### src/rtl/if_req_ctrl.sv
// rtl/if_req_ctrl.sv - instruction-fetch request controller for an SRAM-like inst port
//
// Purpose:
//   Generates sequential and redirected fetch PCs and drives the inst_sram
//   req/addr_ok/data_ok handshake with at most one request outstanding.
//   It buffers one returned instruction for decode (fs_valid/ds_allowin).
//   A redirect squashes the in-flight fetch, and the data it returns is dropped.
//
// Ports:
//   aclk, aresetn             clock, asynchronous active-low reset
//   flush, flush_target       exception/ertn redirect (highest priority)
//   br_taken, br_target       taken-branch redirect from decode
//   ds_allowin                decode accepts the buffered instruction
//   inst_sram_*               SRAM-like request/response port (read only)
//   fs_valid, fs_pc, fs_inst  buffered instruction handed to decode

module if_req_ctrl #(
  parameter logic [31:0] RESET_PC = 32'h1c000000,
  parameter logic [31:0] PC_STEP  = 32'd4
) (
  input  logic        aclk,
  input  logic        aresetn,
  input  logic        flush,
  input  logic [31:0] flush_target,
  input  logic        br_taken,
  input  logic [31:0] br_target,
  input  logic        ds_allowin,
  output logic        inst_sram_req,
  output logic        inst_sram_wr,
  output logic [1:0]  inst_sram_size,
  output logic [31:0] inst_sram_addr,
  output logic [3:0]  inst_sram_wstrb,
  output logic [31:0] inst_sram_wdata,
  input  logic        inst_sram_addr_ok,
  input  logic        inst_sram_data_ok,
  input  logic [31:0] inst_sram_rdata,
  output logic        fs_valid,
  output logic [31:0] fs_pc,
  output logic [31:0] fs_inst
);

  typedef enum logic [1:0] {
    S_REQ  = 2'd0,
    S_WAIT = 2'd1,
    S_HOLD = 2'd2
  } state_e;

  state_e      state_q, state_d;
  logic [31:0] fetch_pc_q, fetch_pc_d;
  logic        cancel_q, cancel_d;
  logic        fs_valid_q, fs_valid_d;
  logic [31:0] fs_pc_q, fs_pc_d;
  logic [31:0] fs_inst_q, fs_inst_d;

  logic        redir;
  logic [31:0] redir_target;

  assign redir        = flush | br_taken;
  assign redir_target = flush ? flush_target : br_target;

  always_comb begin
    state_d    = state_q;
    fetch_pc_d = fetch_pc_q;
    cancel_d   = cancel_q;
    fs_valid_d = fs_valid_q;
    fs_pc_d    = fs_pc_q;
    fs_inst_d  = fs_inst_q;

    case (state_q)
      S_REQ: begin
        if (redir) begin
          fetch_pc_d = redir_target;
          // The bridge still latches the old address on a same-cycle
          // addr_ok, so its response must be discarded.
          if (inst_sram_addr_ok) begin
            cancel_d = 1'b1;
            state_d  = S_WAIT;
          end
        end else if (inst_sram_addr_ok) begin
          state_d = S_WAIT;
        end
      end

      S_WAIT: begin
        if (inst_sram_data_ok) begin
          if (redir) begin
            fetch_pc_d = redir_target;
            cancel_d   = 1'b0;
            state_d    = S_REQ;
          end else if (cancel_q) begin
            cancel_d = 1'b0;
            state_d  = S_REQ;
          end else begin
            fs_inst_d  = inst_sram_rdata;
            fs_pc_d    = fetch_pc_q;
            fs_valid_d = 1'b1;
            state_d    = S_HOLD;
          end
        end else if (redir) begin
          cancel_d   = 1'b1;
          fetch_pc_d = redir_target;
        end
      end

      S_HOLD: begin
        // data_ok cannot legally arrive here and is ignored.
        if (redir) begin
          fs_valid_d = 1'b0;
          fetch_pc_d = redir_target;
          state_d    = S_REQ;
        end else if (ds_allowin) begin
          fs_valid_d = 1'b0;
          fetch_pc_d = fs_pc_q + PC_STEP;
          state_d    = S_REQ;
        end
      end

      default: begin
        state_d = S_REQ;
      end
    endcase
  end

  always_ff @(posedge aclk or negedge aresetn) begin
    if (!aresetn) begin
      state_q    <= S_REQ;
      fetch_pc_q <= RESET_PC;
      cancel_q   <= 1'b0;
      fs_valid_q <= 1'b0;
      fs_pc_q    <= 32'h0;
      fs_inst_q  <= 32'h0;
    end else begin
      state_q    <= state_d;
      fetch_pc_q <= fetch_pc_d;
      cancel_q   <= cancel_d;
      fs_valid_q <= fs_valid_d;
      fs_pc_q    <= fs_pc_d;
      fs_inst_q  <= fs_inst_d;
    end
  end

  // Gated by aresetn so the request drops the instant reset is asserted,
  // while the state register itself resets into S_REQ.
  assign inst_sram_req   = aresetn & (state_q == S_REQ);
  assign inst_sram_addr  = fetch_pc_q;
  assign inst_sram_wr    = 1'b0;
  assign inst_sram_size  = 2'd2;
  assign inst_sram_wstrb = 4'h0;
  assign inst_sram_wdata = 32'h0;

  assign fs_valid = fs_valid_q;
  assign fs_pc    = fs_pc_q;
  assign fs_inst  = fs_inst_q;

endmodule

### config.mk
export PLATFORM = sky130hd
export DESIGN_NAME = if_req_ctrl
export DESIGN_NICKNAME = d
export VERILOG_FILES = /design/src/rtl/if_req_ctrl.sv
export SDC_FILE = /design/constraint.sdc
export NUM_CORES = 1
export LEC_CHECK = 0
export ABC_AREA = 1
export BUFFER_PORTS_ARGS = -buffer_cell sky130_fd_sc_hd__buf_4
export CAP_MARGIN = 10
export CORE_ASPECT_RATIO = 0.9
export CORE_MARGIN = 4
export CORE_UTILIZATION = 44
export DETAILED_ROUTE_END_ITERATION = 10
export PLACE_DENSITY = 0.8
export SETUP_SLACK_MARGIN = 0.02
export SLEW_MARGIN = 20
export SYNTH_ARGS = -nofsm -noshare
export SYNTH_HDL_FRONTEND = slang
export SYNTH_SLANG_ARGS = --single-unit
### constraint.sdc
create_clock -name aclk -period 1.4 [get_ports aclk]
set_input_delay 0.28 -clock aclk [delete_from_list [all_inputs] [get_ports aclk]]
set_output_delay 0.28 -clock aclk [all_outputs]
set_load 0.005 [all_outputs]
-- After elaboration in Yosys (flattened, before gate mapping)
Cells that the tools add are included.
- bits in latches: 0
- input bits: 103
- memories: 0
- ROM bits: 0
- flip-flop bits (word level): 100
- RAM bits: 0
- output and inout port bits: 137
- equality and inequality tests: 10
- muxes and demuxes: 23
- multipliers: 0
- $lt $le $gt $ge: 0
- reduce and logical (&&, ||, !) cells: 10
- divide/modulo/power cells: 0
- add/subtract/negate cells: 1
- shift-type cells: 0
- bitwise operators: 4
- operators with widths (kind ; number):
    $mux W32 ; 4
    $pmux W32 S2 ; 1
    $add A32 B3 Y32 const B ; 1
    $mux W2 ; 6
    $ne A2 B2 Y1 const B ; 5
    $mux W1 ; 9
    $reduce_and A4 Y1 ; 2
    $ne A3 B3 Y1 const B ; 2
    $pmux W2 S3 ; 1
    $reduce_and A3 Y1 ; 2
    $reduce_bool A2 Y1 ; 3
    $reduce_and A5 Y1 ; 1
    $pmux W1 S2 ; 2
    $eq A2 B1 Y1 const B ; 1
    $eq A2 B2 Y1 const B ; 1
    $logic_not A2 Y1 ; 1
    $ne A2 B1 Y1 const B ; 1
    $not A1 Y1 ; 2
    $reduce_or A2 Y1 ; 1
    $and A1 B1 Y1 ; 1
    $or A1 B1 Y1 ; 1

-- Logic depth before layout (Yosys ltp)
- depth after elaboration: 4
- mapped depth: 10
- mapped depth without buffers: 10

-- Least setup slack after synthesis
OpenSTA, ideal clock, no wires.
- path kind: register to register
- from: register fs_pc_q[2], in the netlist fs_pc[2]
- to: register fetch_pc_q[20], in the netlist inst_sram_addr[20]
- period minus slack after synthesis: 1.477 ns
- data required time: 1.284 ns
- library setup time: 0.116 ns
- cell stages (with the launch flop): 11
- data arrival time: 1.361 ns
- slack: -0.077 ns
- buffers on the path: 0
- cells stage by stage: dfrtp_1 ha_1 nand2_1 nor2_4 nand2_1 nor2_2 nand2_1 nand2_1 nand3_1 nand2_1 nand2_1
- cells in the longest elaborated chain, start to end: 4
- RTL lines (what ; RTL line ; RTL):
    start, declared ; 52 ; logic [31:0] fs_pc_q, fs_pc_d;
    start signal, assigned ; 137 ; fs_pc_q <= fs_pc_d;
    $add A32 B3 Y32 ; 113 ; fetch_pc_d = fs_pc_q + PC_STEP;
    $mux W32 ; 111 ; end else if (ds_allowin) begin
    $mux W32 ; 107 ; if (redir) begin
    $pmux W32 S2 ; 69 ; case (state_q)
    end signal, assigned ; 134 ; fetch_pc_q <= fetch_pc_d;
    end, declared ; 49 ; logic [31:0] fetch_pc_q, fetch_pc_d;
No other way between the ends. The select of a mux whose other input is x is not followed.
A chain may end at the register's enable or synchronous reset.

-- Final worst setup path
- from: register state_q[1]
- to: register fs_inst_q[28], in the netlist fs_inst[28]
- cells in the longest elaborated chain, start to end: 2
- RTL lines (what ; RTL line ; RTL):
    start, declared ; 48 ; state_e state_q, state_d;
    start signal, assigned ; 133 ; state_q <= state_d;
    $eq A2 B1 Y1 ; 69 ;
    $reduce_and A4 Y1 (no source line) ; -- ;
    end signal, assigned ; 138 ; fs_inst_q <= fs_inst_d;
    end, declared ; 53 ; logic [31:0] fs_inst_q, fs_inst_d;
No other way between the ends.

==> impl_metrics.tcl <==
set metrics [dict create \
    status "finished, violations left" \
    violations "setup timing" \
    rsz0062_at_grt "true" \
    muxShareOfSynthArea_pct 8.33 \
    vias_per_cell 5.14 \
    dp_hpwl_um 13700 \
    wirelength_um 20900 \
    num_vias 5882 \
    synth_area_um2 5560 \
    hold_path.class "primary input to asynchronous set/reset pin" \
    synthTopCellsByArea "dfrtp_1 44%, nand2_1 11%, nor2_1 6.8%" \
    skew_ps 10.9 \
    synth_cell_types 35 \
    ys_seq_area_share_pct 45.1 \
    r2r_cells 6 \
    postSynthAreaPerCell_um2 8.04 \
    dp.cells 1091 \
    whs_ps 48.7 \
    synthToLayoutAreaGrowth_pct 64.2 \
    htree_levels 3 \
    synth_top_family_by_area "simple AND/OR/NAND/NOR gates" \
    grt_usage_pct 25.1 \
    setup_slack_ps -192 \
    finalSetupViolCount 99 \
    p_clk_share_pct 18.2 \
    first_pass_iters 5 \
    io_pins 240 \
    finalInstanceArea_um2 9130 \
    synth_compound_area_share_pct 10.1 \
    met1_usage_pct 31.0 \
    antenna_found_initial 0 \
    met2_usage_pct 41.3 \
    antenna_cells 0 \
    dpl-instance-area_um2 7620 \
    synth_fa_ha_area_share_pct 0.225 \
    die_h_um 115 \
    p_per_area_nw_per_um2 1410 \
    worstReg2RegEnd "fs_inst[28]" \
    cts_tree "yes" \
    netlist_instances 692 \
    ant_nets 0 \
    grt_first_pass_wirelength_um 28900 \
    core.rowCount 38 \
    cp_max_fo 20 \
    root_buffer "clkbuf_16" \
    clockBufferDepth 2 \
    synth-simple-area-share_pct 23.6 \
    final_cells 1144 \
    cp-end-kind "flop" \
    critPathArrivalTime_ps 1820 \
    pre_cts_ws_ps -158 \
    min_period_over_period_pct 114 \
    r2r_start "state_q[1]" \
    core-area_um2 12200 \
    ys_ff_latch 100 \
    max_freq_ghz 0.628 \
    gr-total-overflow 0 \
    cp.required_ps 1630 \
    clock-sinks 100 \
    report.final.slew_viol_count 0 \
    clkSlewWorstSetupHoldPaths_ps 70 \
    ctsHoldBuffers 0 \
    gp_congestion 0.920 \
    critPathKind "flop to flop" \
    intPower_w 0.00828 \
    switching_share_pct 35.9 \
    ir_drop_mv 0.957 \
    yosys.area.top_type_share_pct 43.7 \
    final_hold_viol_count 0 \
    final.min_clock_period_ps 1590 \
    grt_pass1_vias 5654 \
    wl_per_cell_um 18.2 \
    dieArea_um2 14500 \
    tightestPinTransition_ps 560 \
    busiest_layer "met2" \
    fillers 879 \
    start_util_pct 45.5 \
    worst_setup_path_start_kind "flop" \
    r2r_slack_ps -190 \
    synth_top_cell_by_area "dfrtp_1" \
    drive_gt1_share_pct 51.3 \
    final_nets 1083 \
    total_leakage_power_nw 4.57 \
    most-common-layout-cells "254 x buf_4, 126 x nand2_1, 93 x dfrtp_1, 62 x nor2_1, 44 x inv_1" \
    fp.dieW_um 126 \
    grt_util_met3_pct 10.2 \
    yosys_warnings 0 \
    clock_latency_ps 350 \
    io_buffers 200 \
    drc_errors 0 \
    fin_setup_tns_ps -11640 \
    cts_made_buffers 9 \
    p_sw_w 0.00463 \
    relSlewSlack_pct 62.7 \
    final_common_cell "buf_4" \
    grt_start_max_net_pins 101 \
    power_frac_comb_pct 45.8 \
    drt_iter0_drc 436 \
    seqPwrFrac_pct 36.0 \
    yosys.area_share.xor_xnor_pct 0.630 \
    cap_viol_max_count 0 \
]
==> what timing repair did <==
item,CTS,global route
setup buffers,8,20
gates cloned,4,7
endpoints found under the setup margin,93,103
resized for setup,111,115
pin swaps,23,28
==> layout make-up <==
cell class / count / area (µm²) / area share [%]
flip-flops and latches: 100 / 2510 / 27.5
repair buffers: 307 / 2800 / 30.7
well taps: 160 / 200 / 2.19
clock buffers: 11 / 233 / 2.55
clock inverters: 5 / 38.8 / 0.425
inverters: 52 / 215 / 2.36
multi-input cells: 509 / 3130 / 34.3
==> power groups by stage <==
| stage | clock, W | combinational [W] | sequential [W] |
|---|---|---|---|
| after global routing | 0.00251 | 0.00641 | 0.00473 |
| after floorplan | 0 | 0.00186 | 0.00460 |
| after global placement | 0 | 0.00486 | 0.00455 |
| final | 0.00235 | 0.00591 | 0.00464 |
| after CTS | 0.00238 | 0.00533 | 0.00457 |
| after detailed placement | 0 | 0.00492 | 0.00458 |
==> sequential cells by signal, indices dropped and copies added (netlist names) <==
name	cells
cancel_q	1
state_q	2
inst_sram_addr	32
fs_valid	1
fs_pc	32
fs_inst	32
==> synth_stat cells <==
master      n
o21ai_0    34
xor2_1      3
dfstp_2     3
inv_1      46
nand3_2     1
o31ai_1     1
inv_2       6
o211ai_1    7
ha_1        1
or2_2       1
buf_4      42
nand2_2     2
dfrtp_1    97
and2_1      2
mux2_4     10
o22ai_1     1
nor2_2      5
nor2_4      3
mux2_2     26
mux2i_1     2
nor3_1      1
nand3_1    39
a31oi_1     5
nand3b_1    2
nor2_1    101
buf_2      10
a21oi_1    48
buf_1       1
xnor2_1     1
nand4_1     1
nand2_1   162
o21ai_1    11
buf_6       5
clkbuf_1   10
conb_1      2
==> how the worst max path moves through the flow <==
stage | startpoint | to | slack (ps) | cells after the start
2_1_floorplan | fs_pc[3] | inst_sram_addr[20] | -30 | 10
3_3_place_gp | fs_pc[4] | inst_sram_addr[15] | -130 | 9
3_5_place_dp | fs_pc[8] | inst_sram_addr[21] | -160 | 9
4_1_cts | fs_pc[2] | inst_sram_addr[28] | -130 | 9
5_1_grt | fs_pc[2] | inst_sram_addr[20] | -260 | 10
6_report | state_q[1] | fs_inst[28] | -190 | 6
==> routing by layer <==
layer  vias up  routed length [µm]
met5         -                   0
met4         0                 283
met3        27                2080
met2       281               10300
met1      2839                8140
li1       2735                   -
==> kinds of logic after synthesis <==
group,after synthesis
and+or+nand+nor,320
xor gates and xnor gates,4
adders and majority gates,1
AOI/OAI and AO/OA,107
other,2
buffers and inverters,120
muxes,38
DFF,100
==> stage by stage <==
| step | utilization, % | total power, W |
|---|---|---|
| after floorplan | - | 0.00646 |
| after global placement | 62.3 | 0.00941 |
| after detailed placement | 62.3 | 0.00951 |
| after CTS | 68.6 | 0.0123 |
| after global routing | 74.7 | 0.0137 |
| final | 74.7 | 0.0129 |
==> worst max-delay path, cell delays in order, from the launching register on <==
cell and delay, ps:
dfrtp_1 420, nor2_4 130, inv_2 60, nor2_4 120, nand3_4 200, buf_12 230
mux2_4 300
Power figures use the tool's default switching activity.
